$ cat config.mk
export PLATFORM = sky130hd
export DESIGN_NAME = pipeline_ctrl_flat
export DESIGN_NICKNAME = d
export VERILOG_FILES = /design/src/rtl/pipeline_ctrl_if.sv /design/src/rtl/pipeline_ctrl.sv /design/src/flat_wrapper.sv
export SDC_FILE = /design/constraint.sdc
export NUM_CORES = 1
export LEC_CHECK = 0
export ABC_CLOCK_PERIOD_IN_PS = 4600
export BUFFER_PORTS_ARGS = -buffer_cell sky130_fd_sc_hd__buf_2
export CORE_AREA = 2 2 157 236
export CTS_BUF_LIST = sky130_fd_sc_hd__clkbuf_2
export CTS_CLUSTER_DIAMETER = 150
export DETAILED_ROUTE_END_ITERATION = 12
export DIE_AREA = 0 0 159 238
export PLACE_DENSITY_LB_ADDON = 0.15
export REMOVE_ABC_BUFFERS = 1
export SETUP_SLACK_MARGIN = 0.2
export SYNTH_ARGS = -nofsm -noshare
export SYNTH_HDL_FRONTEND = slang
export SYNTH_SLANG_ARGS = --single-unit
$ cat constraint.sdc
create_clock -name clk -period 4.6 [get_ports clk]
set_input_delay 0.92 -clock clk [delete_from_list [all_inputs] [get_ports clk]]
set_output_delay 0.92 -clock clk [all_outputs]
set_load 0.01 [all_outputs]
$ cat src/rtl/pipeline_ctrl_if.sv
// Bus between pipeline_ctrl (master) and the decoder/datapath (slave).
// Optional perf counter outputs exist only when PIPE_CTRL_PERF_EN is defined.
interface pipeline_ctrl_if #(
  parameter int IDATA_W = 25
);
  // Handshake: there is no valid/ready pair. stall=1 means the controller did not accept s0
  // this cycle and the decoder must hold si/s0. flush=1 means the decoder must squash si/s0.
  // fetch_valid=0 means the word at pc is not usable and is refetched next cycle.
  logic [31:0]        ucode_s0;
  logic [IDATA_W-1:0] idata_s0;
  logic [31:0]        jump_target;
  logic [31:0]        reg_out_a;
  logic [31:0]        reg_out_b;
  logic [29:0]        pc;
  logic [29:0]        pc_br;
  logic [31:0]        ucode_s1;
  logic [31:0]        ucode_br;
  logic [31:0]        ucode_wb;
  logic [IDATA_W-1:0] idata_wb;
  logic               stall;
  logic               flush;
  logic               fetch_valid;
`ifdef PIPE_CTRL_PERF_EN
  logic [31:0]        perf_stall;
  logic [31:0]        perf_flush;
  logic [31:0]        perf_retire;
`endif

  modport master (
    input  ucode_s0, idata_s0, jump_target, reg_out_a, reg_out_b,
    output pc, pc_br, ucode_s1, ucode_br, ucode_wb, idata_wb, stall, flush, fetch_valid
`ifdef PIPE_CTRL_PERF_EN
    , output perf_stall, perf_flush, perf_retire
`endif
  );

  modport slave (
    output ucode_s0, idata_s0, jump_target, reg_out_a, reg_out_b,
    input  pc, pc_br, ucode_s1, ucode_br, ucode_wb, idata_wb, stall, flush, fetch_valid
`ifdef PIPE_CTRL_PERF_EN
    , input perf_stall, perf_flush, perf_retire
`endif
  );
endinterface

$ cat src/rtl/pipeline_ctrl.sv
// Pipeline control for the microcoded RV32 core: PC sequencing, stage shift, hazard stall, branch flush.
// Define PIPE_CTRL_PERF_EN to add saturating stall/flush/retire counters.
module pipeline_ctrl #(
  parameter int          DEPTH    = 3,      // legal 3..6
  parameter int          BR_STAGE = 2,      // 2 <= BR_STAGE < DEPTH
  parameter logic [29:0] RESET_PC = 30'h0,
  parameter int          IDATA_W  = 25
) (
  input  logic           clk,
  input  logic           rst_n,
  pipeline_ctrl_if.master bus
);

  logic [31:0]        ucode_q [1:DEPTH];
  logic [31:0]        ucode_d [1:DEPTH];
  logic [IDATA_W-1:0] idata_q [1:DEPTH];
  logic [IDATA_W-1:0] idata_d [1:DEPTH];
  logic [29:0]        pcs_q   [1:DEPTH];
  logic [29:0]        pcs_d   [1:DEPTH];
  logic               taken_q [2:DEPTH];
  logic               taken_d [2:DEPTH];
  logic [29:0]        pc_q, pc_d;
  logic               dep, flush, stall, fetch_hold;
  logic               unused_jt;

  assign unused_jt = ^bus.jump_target[1:0];

  function automatic logic cond_met(input logic [2:0] c, input logic [31:0] a, input logic [31:0] b);
    case (c)
      3'd0:    cond_met = 1'b0;
      3'd1:    cond_met = (a == b);
      3'd2:    cond_met = (a != b);
      3'd3:    cond_met = ($signed(a) < $signed(b));
      3'd4:    cond_met = ($signed(a) >= $signed(b));
      3'd5:    cond_met = (a < b);
      3'd6:    cond_met = (a >= b);
      default: cond_met = 1'b1;
    endcase
  endfunction

  // A writer of x0 never creates a dependency.
  always_comb begin
    dep = 1'b0;
    for (int k = 1; k <= DEPTH; k++) begin
      if (ucode_q[k][16] && (idata_q[k][4:0] != 5'd0) &&
          ((bus.ucode_s0[0] && (bus.idata_s0[12:8]  == idata_q[k][4:0])) ||
           (bus.ucode_s0[1] && (bus.idata_s0[17:13] == idata_q[k][4:0]))))
        dep = 1'b1;
    end
  end

  always_comb begin
    flush      = ucode_q[BR_STAGE][14] & taken_q[BR_STAGE];
    stall      = dep & ~flush;
    fetch_hold = ucode_q[BR_STAGE][15];

    ucode_d[1] = (stall || flush) ? 32'd0 : bus.ucode_s0;
    idata_d[1] = (stall || flush) ? '0 : bus.idata_s0;
    pcs_d[1]   = (stall || flush) ? 30'd0 : pc_q;
    for (int k = 2; k <= DEPTH; k++) begin
      ucode_d[k] = ucode_q[k-1];
      idata_d[k] = idata_q[k-1];
      pcs_d[k]   = pcs_q[k-1];
    end
    // The condition is resolved as the instruction leaves s1 and then rides along with it.
    taken_d[2] = cond_met(ucode_q[1][31:29], bus.reg_out_a, bus.reg_out_b);
    for (int k = 3; k <= DEPTH; k++) taken_d[k] = taken_q[k-1];

    // Younger instructions in s1..s(BR_STAGE-1) are killed as they move up one stage.
    if (flush) begin
      for (int k = 2; k <= BR_STAGE; k++) begin
        ucode_d[k] = 32'd0;
        idata_d[k] = '0;
        pcs_d[k]   = 30'd0;
        taken_d[k] = 1'b0;
      end
    end

    if (flush)                   pc_d = bus.jump_target[31:2];
    else if (stall || fetch_hold) pc_d = pc_q;
    else                         pc_d = pc_q + 30'd1;
  end

  always_ff @(posedge clk or negedge rst_n) begin
    if (!rst_n) begin
      pc_q <= RESET_PC;
      for (int k = 1; k <= DEPTH; k++) begin
        ucode_q[k] <= 32'd0;
        idata_q[k] <= '0;
        pcs_q[k]   <= 30'd0;
      end
      for (int k = 2; k <= DEPTH; k++) taken_q[k] <= 1'b0;
    end else begin
      pc_q <= pc_d;
      for (int k = 1; k <= DEPTH; k++) begin
        ucode_q[k] <= ucode_d[k];
        idata_q[k] <= idata_d[k];
        pcs_q[k]   <= pcs_d[k];
      end
      for (int k = 2; k <= DEPTH; k++) taken_q[k] <= taken_d[k];
    end
  end

  assign bus.pc          = pc_q;
  assign bus.pc_br       = pcs_q[BR_STAGE];
  assign bus.ucode_s1    = ucode_q[1];
  assign bus.ucode_br    = ucode_q[BR_STAGE];
  assign bus.ucode_wb    = ucode_q[DEPTH];
  assign bus.idata_wb    = idata_q[DEPTH];
  assign bus.stall       = stall;
  assign bus.flush       = flush;
  assign bus.fetch_valid = ~fetch_hold;

`ifdef PIPE_CTRL_PERF_EN
  logic [31:0] perf_stall_q, perf_stall_d;
  logic [31:0] perf_flush_q, perf_flush_d;
  logic [31:0] perf_retire_q, perf_retire_d;

  always_comb begin
    perf_stall_d  = perf_stall_q;
    perf_flush_d  = perf_flush_q;
    perf_retire_d = perf_retire_q;
    if (stall && (perf_stall_q != 32'hFFFFFFFF))                 perf_stall_d  = perf_stall_q + 32'd1;
    if (flush && (perf_flush_q != 32'hFFFFFFFF))                 perf_flush_d  = perf_flush_q + 32'd1;
    if ((ucode_q[DEPTH] != 32'd0) && (perf_retire_q != 32'hFFFFFFFF)) perf_retire_d = perf_retire_q + 32'd1;
  end

  always_ff @(posedge clk or negedge rst_n) begin
    if (!rst_n) begin
      perf_stall_q  <= 32'd0;
      perf_flush_q  <= 32'd0;
      perf_retire_q <= 32'd0;
    end else begin
      perf_stall_q  <= perf_stall_d;
      perf_flush_q  <= perf_flush_d;
      perf_retire_q <= perf_retire_d;
    end
  end

  assign bus.perf_stall  = perf_stall_q;
  assign bus.perf_flush  = perf_flush_q;
  assign bus.perf_retire = perf_retire_q;
`endif

endmodule
$ cat src/flat_wrapper.sv
// flat-port wrapper written by rule: the top's interface ports become plain ports
module pipeline_ctrl_flat 
#(
  parameter int          DEPTH    = 3,                   
  parameter int          BR_STAGE = 2,                              
  parameter logic [29:0] RESET_PC = 30'h0,
  parameter int          IDATA_W  = 25
)
  (clk, rst_n, bus_ucode_s0, bus_idata_s0, bus_jump_target, bus_reg_out_a, bus_reg_out_b, bus_pc, bus_pc_br, bus_ucode_s1, bus_ucode_br, bus_ucode_wb, bus_idata_wb, bus_stall, bus_flush, bus_fetch_valid);
  pipeline_ctrl_if #(.IDATA_W(IDATA_W)) bus_i ();
  input  logic clk;
  input  logic rst_n;
  input wire logic [$bits(bus_i.ucode_s0)-1:0] bus_ucode_s0;
  input wire logic [$bits(bus_i.idata_s0)-1:0] bus_idata_s0;
  input wire logic [$bits(bus_i.jump_target)-1:0] bus_jump_target;
  input wire logic [$bits(bus_i.reg_out_a)-1:0] bus_reg_out_a;
  input wire logic [$bits(bus_i.reg_out_b)-1:0] bus_reg_out_b;
  output wire logic [$bits(bus_i.pc)-1:0] bus_pc;
  output wire logic [$bits(bus_i.pc_br)-1:0] bus_pc_br;
  output wire logic [$bits(bus_i.ucode_s1)-1:0] bus_ucode_s1;
  output wire logic [$bits(bus_i.ucode_br)-1:0] bus_ucode_br;
  output wire logic [$bits(bus_i.ucode_wb)-1:0] bus_ucode_wb;
  output wire logic [$bits(bus_i.idata_wb)-1:0] bus_idata_wb;
  output wire logic [$bits(bus_i.stall)-1:0] bus_stall;
  output wire logic [$bits(bus_i.flush)-1:0] bus_flush;
  output wire logic [$bits(bus_i.fetch_valid)-1:0] bus_fetch_valid;
  assign bus_i.ucode_s0 = bus_ucode_s0;
  assign bus_i.idata_s0 = bus_idata_s0;
  assign bus_i.jump_target = bus_jump_target;
  assign bus_i.reg_out_a = bus_reg_out_a;
  assign bus_i.reg_out_b = bus_reg_out_b;
  assign bus_pc = bus_i.pc;
  assign bus_pc_br = bus_i.pc_br;
  assign bus_ucode_s1 = bus_i.ucode_s1;
  assign bus_ucode_br = bus_i.ucode_br;
  assign bus_ucode_wb = bus_i.ucode_wb;
  assign bus_idata_wb = bus_i.idata_wb;
  assign bus_stall = bus_i.stall;
  assign bus_flush = bus_i.flush;
  assign bus_fetch_valid = bus_i.fetch_valid;
  pipeline_ctrl #(.DEPTH(DEPTH), .BR_STAGE(BR_STAGE), .RESET_PC(RESET_PC), .IDATA_W(IDATA_W)) u_core (.clk(clk), .rst_n(rst_n), .bus(bus_i));
endmodule
After elaboration in Yosys (flattened, before gate mapping)
Index checks and enable logic that the tools add are counted.
{"block": "op_classes", "eq_ne": 15, "magnitude_cmp": 4, "mux": 13, "addsub": 1, "n_reduce_logical": 21, "n_bitwise": 4}
{"cell": "30-bit two-way mux", "n": 4}
{"cell": "32-bit greater-or-equal comparator", "n": 2}
{"cell": "32-bit < comparator", "n": 2}
{"cell": "32-bit two-way mux", "n": 2}
{"cell": "25-bit two-way mux", "n": 2}
{"cell": "32-bit equality test", "n": 1}
{"cell": "32-bit inequality test", "n": 1}
{"cell": "30-bit by 1-bit adder with 30-bit output, second input constant", "n": 1}
{"cell": "5-bit equality test", "n": 6}
{"cell": "5-bit nonzero test", "n": 3}
{"cell": "1-bit logical AND", "n": 12}
{"cell": "3-bit equality test, second input constant", "n": 3}
{"cell": "1-bit one-hot mux with 7 select lines", "n": 1}
{"cell": "3-bit by 2-bit equality test with 1-bit output, second input constant", "n": 2}
{"cell": "1-bit logical OR", "n": 5}
{"cell": "1-bit two-way mux", "n": 4}
{"cell": "3-bit by 1-bit equality test with 1-bit output, second input constant", "n": 1}
{"cell": "3-bit zero test", "n": 1}
{"cell": "1-bit AND", "n": 2}
{"cell": "2-bit inequality test, second input constant", "n": 1}
{"cell": "1-bit inverter", "n": 2}
{"block": "word_totals", "reg_bits": 262, "word_cells": 68, "input_bits": 155, "out_inout_bits": 184}

Logic depth before layout (Yosys ltp)
{"block": "logic_depth", "word_depth": 11, "ltp_mapped": 9, "mapped_depth_nobuf": 9}

Worst setup path after synthesis
No wires, ideal clock.
{"block": "synth_timing", "path_kind": "input to output", "startpoint": "in bus_idata_s0[11]", "endpoint": "out bus_stall", "required_ns": 3.680, "slack_ns": 1.584, "arrival_ns": 2.096, "n_path_buf": 1, "path_stages": 6, "cell_sequence": "xor2_1 -> nor4_1 -> a32oi_1 -> o22a_1 -> buf_2 -> a21oi_1"}
{"block": "synth_between", "elab_chain_len": 8, "elab_cells_between_ends": 16, "classes_between": "eq/ne (3); mux (3); bitwise (1); reduce/logical (9)"}
{"element": "start: declaration", "line_no": "flat_wrapper.sv:14", "rtl": "input wire logic [$bits(bus_i.idata_s0)-1:0] bus_idata_s0;"}
{"element": "5-bit equality test", "line_no": "pipeline_ctrl.sv:46", "rtl": "((bus.ucode_s0[0] && (bus.idata_s0[12:8] == idata_q[k][4:0])) ||"}
{"element": "1-bit logical AND", "line_no": "pipeline_ctrl.sv:46"}
{"element": "1-bit logical OR", "line_no": "pipeline_ctrl.sv:46"}
{"element": "1-bit logical AND", "line_no": "pipeline_ctrl.sv:45", "rtl": "if (ucode_q[k][16] && (idata_q[k][4:0] != 5'd0) &&"}
{"element": "1-bit two-way mux (2 in series)", "line_no": "pipeline_ctrl.sv:45"}
{"element": "1-bit two-way mux *", "line_no": "pipeline_ctrl.sv:45"}
{"element": "1-bit AND *", "line_no": "pipeline_ctrl.sv:54", "rtl": "stall = dep & ~flush;"}
{"element": "end: declaration", "line_no": "flat_wrapper.sv:24", "rtl": "output wire logic [$bits(bus_i.stall)-1:0] bus_stall;"}
Every way passes the cells marked *; elsewhere a longest branch is shown, timed or not.

Final worst setup path
{"block": "layout_timing", "startpoint": "reg u_core.idata_q (netlist bit u_core.bus.idata_wb[3])", "endpoint": "out bus_stall"}
{"block": "layout_between", "elab_chain_len": 6, "elab_cells_between_ends": 10, "classes_between": "eq/ne (2); mux (1); bitwise (1); reduce/logical (6)"}
{"element": "start: declaration", "line_no": "pipeline_ctrl.sv:16", "rtl": "logic [IDATA_W-1:0] idata_q [1:DEPTH];"}
{"element": "start signal: indexed assignment", "line_no": "pipeline_ctrl.sv:97", "rtl": "idata_q[k] <= idata_d[k];"}
{"element": "5-bit equality test (on tied branches)", "line_no": "pipeline_ctrl.sv:46, pipeline_ctrl.sv:47"}
{"element": "1-bit logical AND (on tied branches)", "line_no": "pipeline_ctrl.sv:46, pipeline_ctrl.sv:47"}
{"element": "1-bit logical OR", "line_no": "pipeline_ctrl.sv:46"}
{"element": "1-bit logical AND *", "line_no": "pipeline_ctrl.sv:45"}
{"element": "1-bit two-way mux *", "line_no": "pipeline_ctrl.sv:45"}
{"element": "1-bit AND *", "line_no": "pipeline_ctrl.sv:54"}
Marked as above.

==> flow_metrics.env <==
export IMPL_first_global_vias=7598
export IMPL_synthSimpleGateAreaFrac_pct=16.9
export IMPL_fin_crit_sh_pct=77.1
export IMPL_dr_first_iter_drc_count=242
export IMPL_synth_warning_count=0
export IMPL_fin_tns_setup_ns=0
export IMPL_swShare_pct=35.2
export IMPL_synth_fa_ha_area_share_pct=3.87
export IMPL_cts_htree_levels=3
export IMPL_seqPwrFrac_pct=47.5
export IMPL_rsz0062_at_grt="no"
export IMPL_power_mw=7.59
export IMPL_grt_usage_pct=14.8
export IMPL_rows=85
export IMPL_wl_per_cell_um=16.3
export IMPL_crit_type="reg2out"
export IMPL_whs_ns=0.128
export IMPL_p_sw_mw=2.67
export IMPL_setup_ws_ns=1.05
export IMPL_drc=0
export IMPL_dp_slack_ns=0.974
export IMPL_num_vias=7229
export IMPL_worstPathMaxFanout=6
export IMPL_io_pin_count=339
export IMPL_die_area_mm2=0.0378
export IMPL_post_cts_buffers=0
export IMPL_powerDensity_mw_per_mm2=588
export IMPL_status="completed"
export IMPL_min_path_type="in2async"
export IMPL_max_slew_margin_pct=31.8
export IMPL_maxCapViolCount=0
export IMPL_final_cell_mix="buf_2 (335), dfrtp_1 (262), and2_1 (180)"
export IMPL_synthesis_area_mm2=0.0107
export IMPL_post_drt_via_cell_ratio=4.23
export IMPL_synth_cell_types=43
export IMPL_synth_seq_cells=262
export IMPL_p_int_mw=4.92
export IMPL_synth_edff_count=0
export IMPL_crit_arrival_ns=2.63
export IMPL_clockBufferDepth=3
export IMPL_wl_mm=27.9
export IMPL_power_leakage_nw=6.59
export IMPL_syn_area_per_cell_um2=12.0
export IMPL_synthCells=888
export IMPL_core_area_mm2=0.0357
export IMPL_nNetsFinal=1373
export IMPL_place_congestion=0.877
export IMPL_grt_max_degree=131
export IMPL_synthMuxAreaShare_pct=0.716
export IMPL_ir_worst_vdd_uv=230
export IMPL_ctsResizeCount=0
export IMPL_cp_start_kind="flip-flop"
export IMPL_final_common_cell="buf_2"
export IMPL_comb_power_share_pct=29.9
export IMPL_worst_slew_pin_slew_ns=1.02
export IMPL_period_minus_slack_ns=3.55
export IMPL_die_y_um=238
export IMPL_cts_tree="done"
export IMPL_io_buffers=336
export IMPL_initial_core_util_pct=29.8
export IMPL_numCtsBuffers=68
export IMPL_synth_main_ff_cell="dfrtp_1"
export IMPL_grt_pass1_wl_mm=43.2
export IMPL_layout_drive_gt1_share_pct=37.4
export IMPL_hold_viol=0
export IMPL_hold_buffers=0
export IMPL_dr_pass1_iters=4
export IMPL_grt_overflow_total=0
export IMPL_clock_fmax_ghz=0.282
export IMPL_fin_worst_skew_ns=0.0810
export IMPL_slew_viol_final=0
export IMPL_synth_seq_area_share_pct=61.5
export IMPL_path_clk_slew_ns=0.12
export IMPL_dieWidth_um=159
export IMPL_antenna_found_initial=4
export IMPL_cp_end_kind="output port"
export IMPL_cp_required_ns=3.68
export IMPL_insertion_delay_ns=0.91
export IMPL_clockRootBuffer="clkbuf_2"
export IMPL_n_fill_cell=3723
export IMPL_clkPwrFrac_pct=22.5
export IMPL_async_reset_ff_share_pct=100
export IMPL_area_delta_synth_final_pct=21.0
export IMPL_finalSetupViolations=0
export IMPL_synth_top_family_by_area="simple AND/OR/NAND/NOR gates"
export IMPL_synth_compound_area_share_pct=4.14
export IMPL_hpwl_mm=19.6
export IMPL_ant_nets=0
export IMPL_synth_xor_area_share_pct=4.19
export IMPL_cts_sink_count=262
[power groups by stage]
stage	sequential (mW)	clock (mW)	combinational (mW)
2_1_floorplan	3.87	0	0.892
3_3_place_gp	3.65	0	2.33
3_5_place_dp	3.68	0	2.33
4_1_cts	3.63	1.82	2.34
5_1_grt	3.73	1.92	2.52
6_report	3.61	1.71	2.27
[synthesized netlist by cell type, types with 4 or more instances]
library cell  instances  area share, %
dfrtp_1             262             61
and2_1              180             11
buf_4                90            6.3
nand2_1              38            1.3
inv_1                37            1.3
ha_1                 33            3.9
xor2_1               31            2.5
o21ai_0              30            1.4
nand4_1              26            1.5
clkbuf_1             21           0.74
xnor2_1              20            1.6
a21oi_1              16           0.75
nor2_1               11           0.39
nand3_1               9           0.42
a31oi_1               8           0.47
or3_1                 8           0.47
a21o_1                7           0.49
and3_1                7           0.41
buf_2                 5           0.23
mux2_2                5           0.53
nor3_1                5           0.23
nor4_1                5           0.29
and4_1                4           0.33
[worst max-delay path: stages (launching register included)]
cell and delay (ns):
dfrtp_1 0.47, xor2_1 0.17, nor4_1 0.40, a32oi_1 0.10, o22a_1 0.31, a21oi_1 0.18, buf_2 0.15
[sequential cells by signal, indices dropped and copies added (netlist names)]
signal and cells:
u_core.bus.pc 30, u_core.pcs_q 30, u_core.bus.ucode_br 32, u_core.idata_d 25, u_core.bus.ucode_wb 32, u_core.taken_d 1
u_core.idata_q 25, u_core.bus.ucode_s1 32, u_core.bus.idata_wb 25, u_core.bus.pc_br 30
[area by class of cell]
class | instances | area (um^2) | share of cell area (%)
Clock buffer | 96 | 480 | 3.72
Multi-Input combinational cell | 472 | 3190 | 24.7
Clock inverter | 13 | 159 | 1.23
Timing Repair Buffer | 344 | 1760 | 13.7
Sequential cell | 262 | 6560 | 50.8
Inverter | 37 | 139 | 1.08
Tap cell | 478 | 598 | 4.64
Antenna cell | 5 | 12.5 | 0.0970
[logic make-up (layout without fill, tap and decap cells)]
group / count (synthesis) / count (layout)
AOI/OAI and AO/OA: 75 / 75
xor gates and xnor gates: 51 / 51
adders and majority gates: 33 / 33
buffers and inverters: 154 / 490
DFF: 262 / 262
muxes: 7 / 7
other: 0 / 5
and+or+nand+nor: 306 / 306
[metal layers]
metal / share of wire (%) / track usage (%) / vias up
met3: 7.7 / 4.97 / 40
met2: 54 / 27.2 / 282
met1: 36 / 15.4 / 3468
met5: 0 / 0 / -
li1: - / - / 3439
met4: 2.1 / 6.42 / 0
[path summary, 6_finish.rpt]
check                                  startpoint                       to  slack (ns)  cells after the start
max                        u_core.bus.idata_wb[3]                bus_stall        1.05                      6
min                                         rst_n   u_core.bus.ucode_br[7]        0.13                      1
max reg2reg                u_core.bus.idata_wb[0]       u_core.idata_q[74]        1.41                      6
min reg2reg                    u_core.idata_d[23]  u_core.bus.idata_wb[23]        0.33                      0
max in group asynchronous                   rst_n   u_core.bus.ucode_br[0]        3.32                      2
min in group clk              bus_jump_target[20]        u_core.bus.pc[18]        0.21                      3
[stage by stage]
step	area, um^2	cells	utilization [%]
after floorplan	9880	771	-
after global placement	12200	1593	34.3
after detailed placement	12200	1593	34.3
after CTS	12900	1702	36.1
after global routing	12900	1705	36.1
final	12900	1707	36.1
No activity file was read; power rests on OpenSTA's default activity.
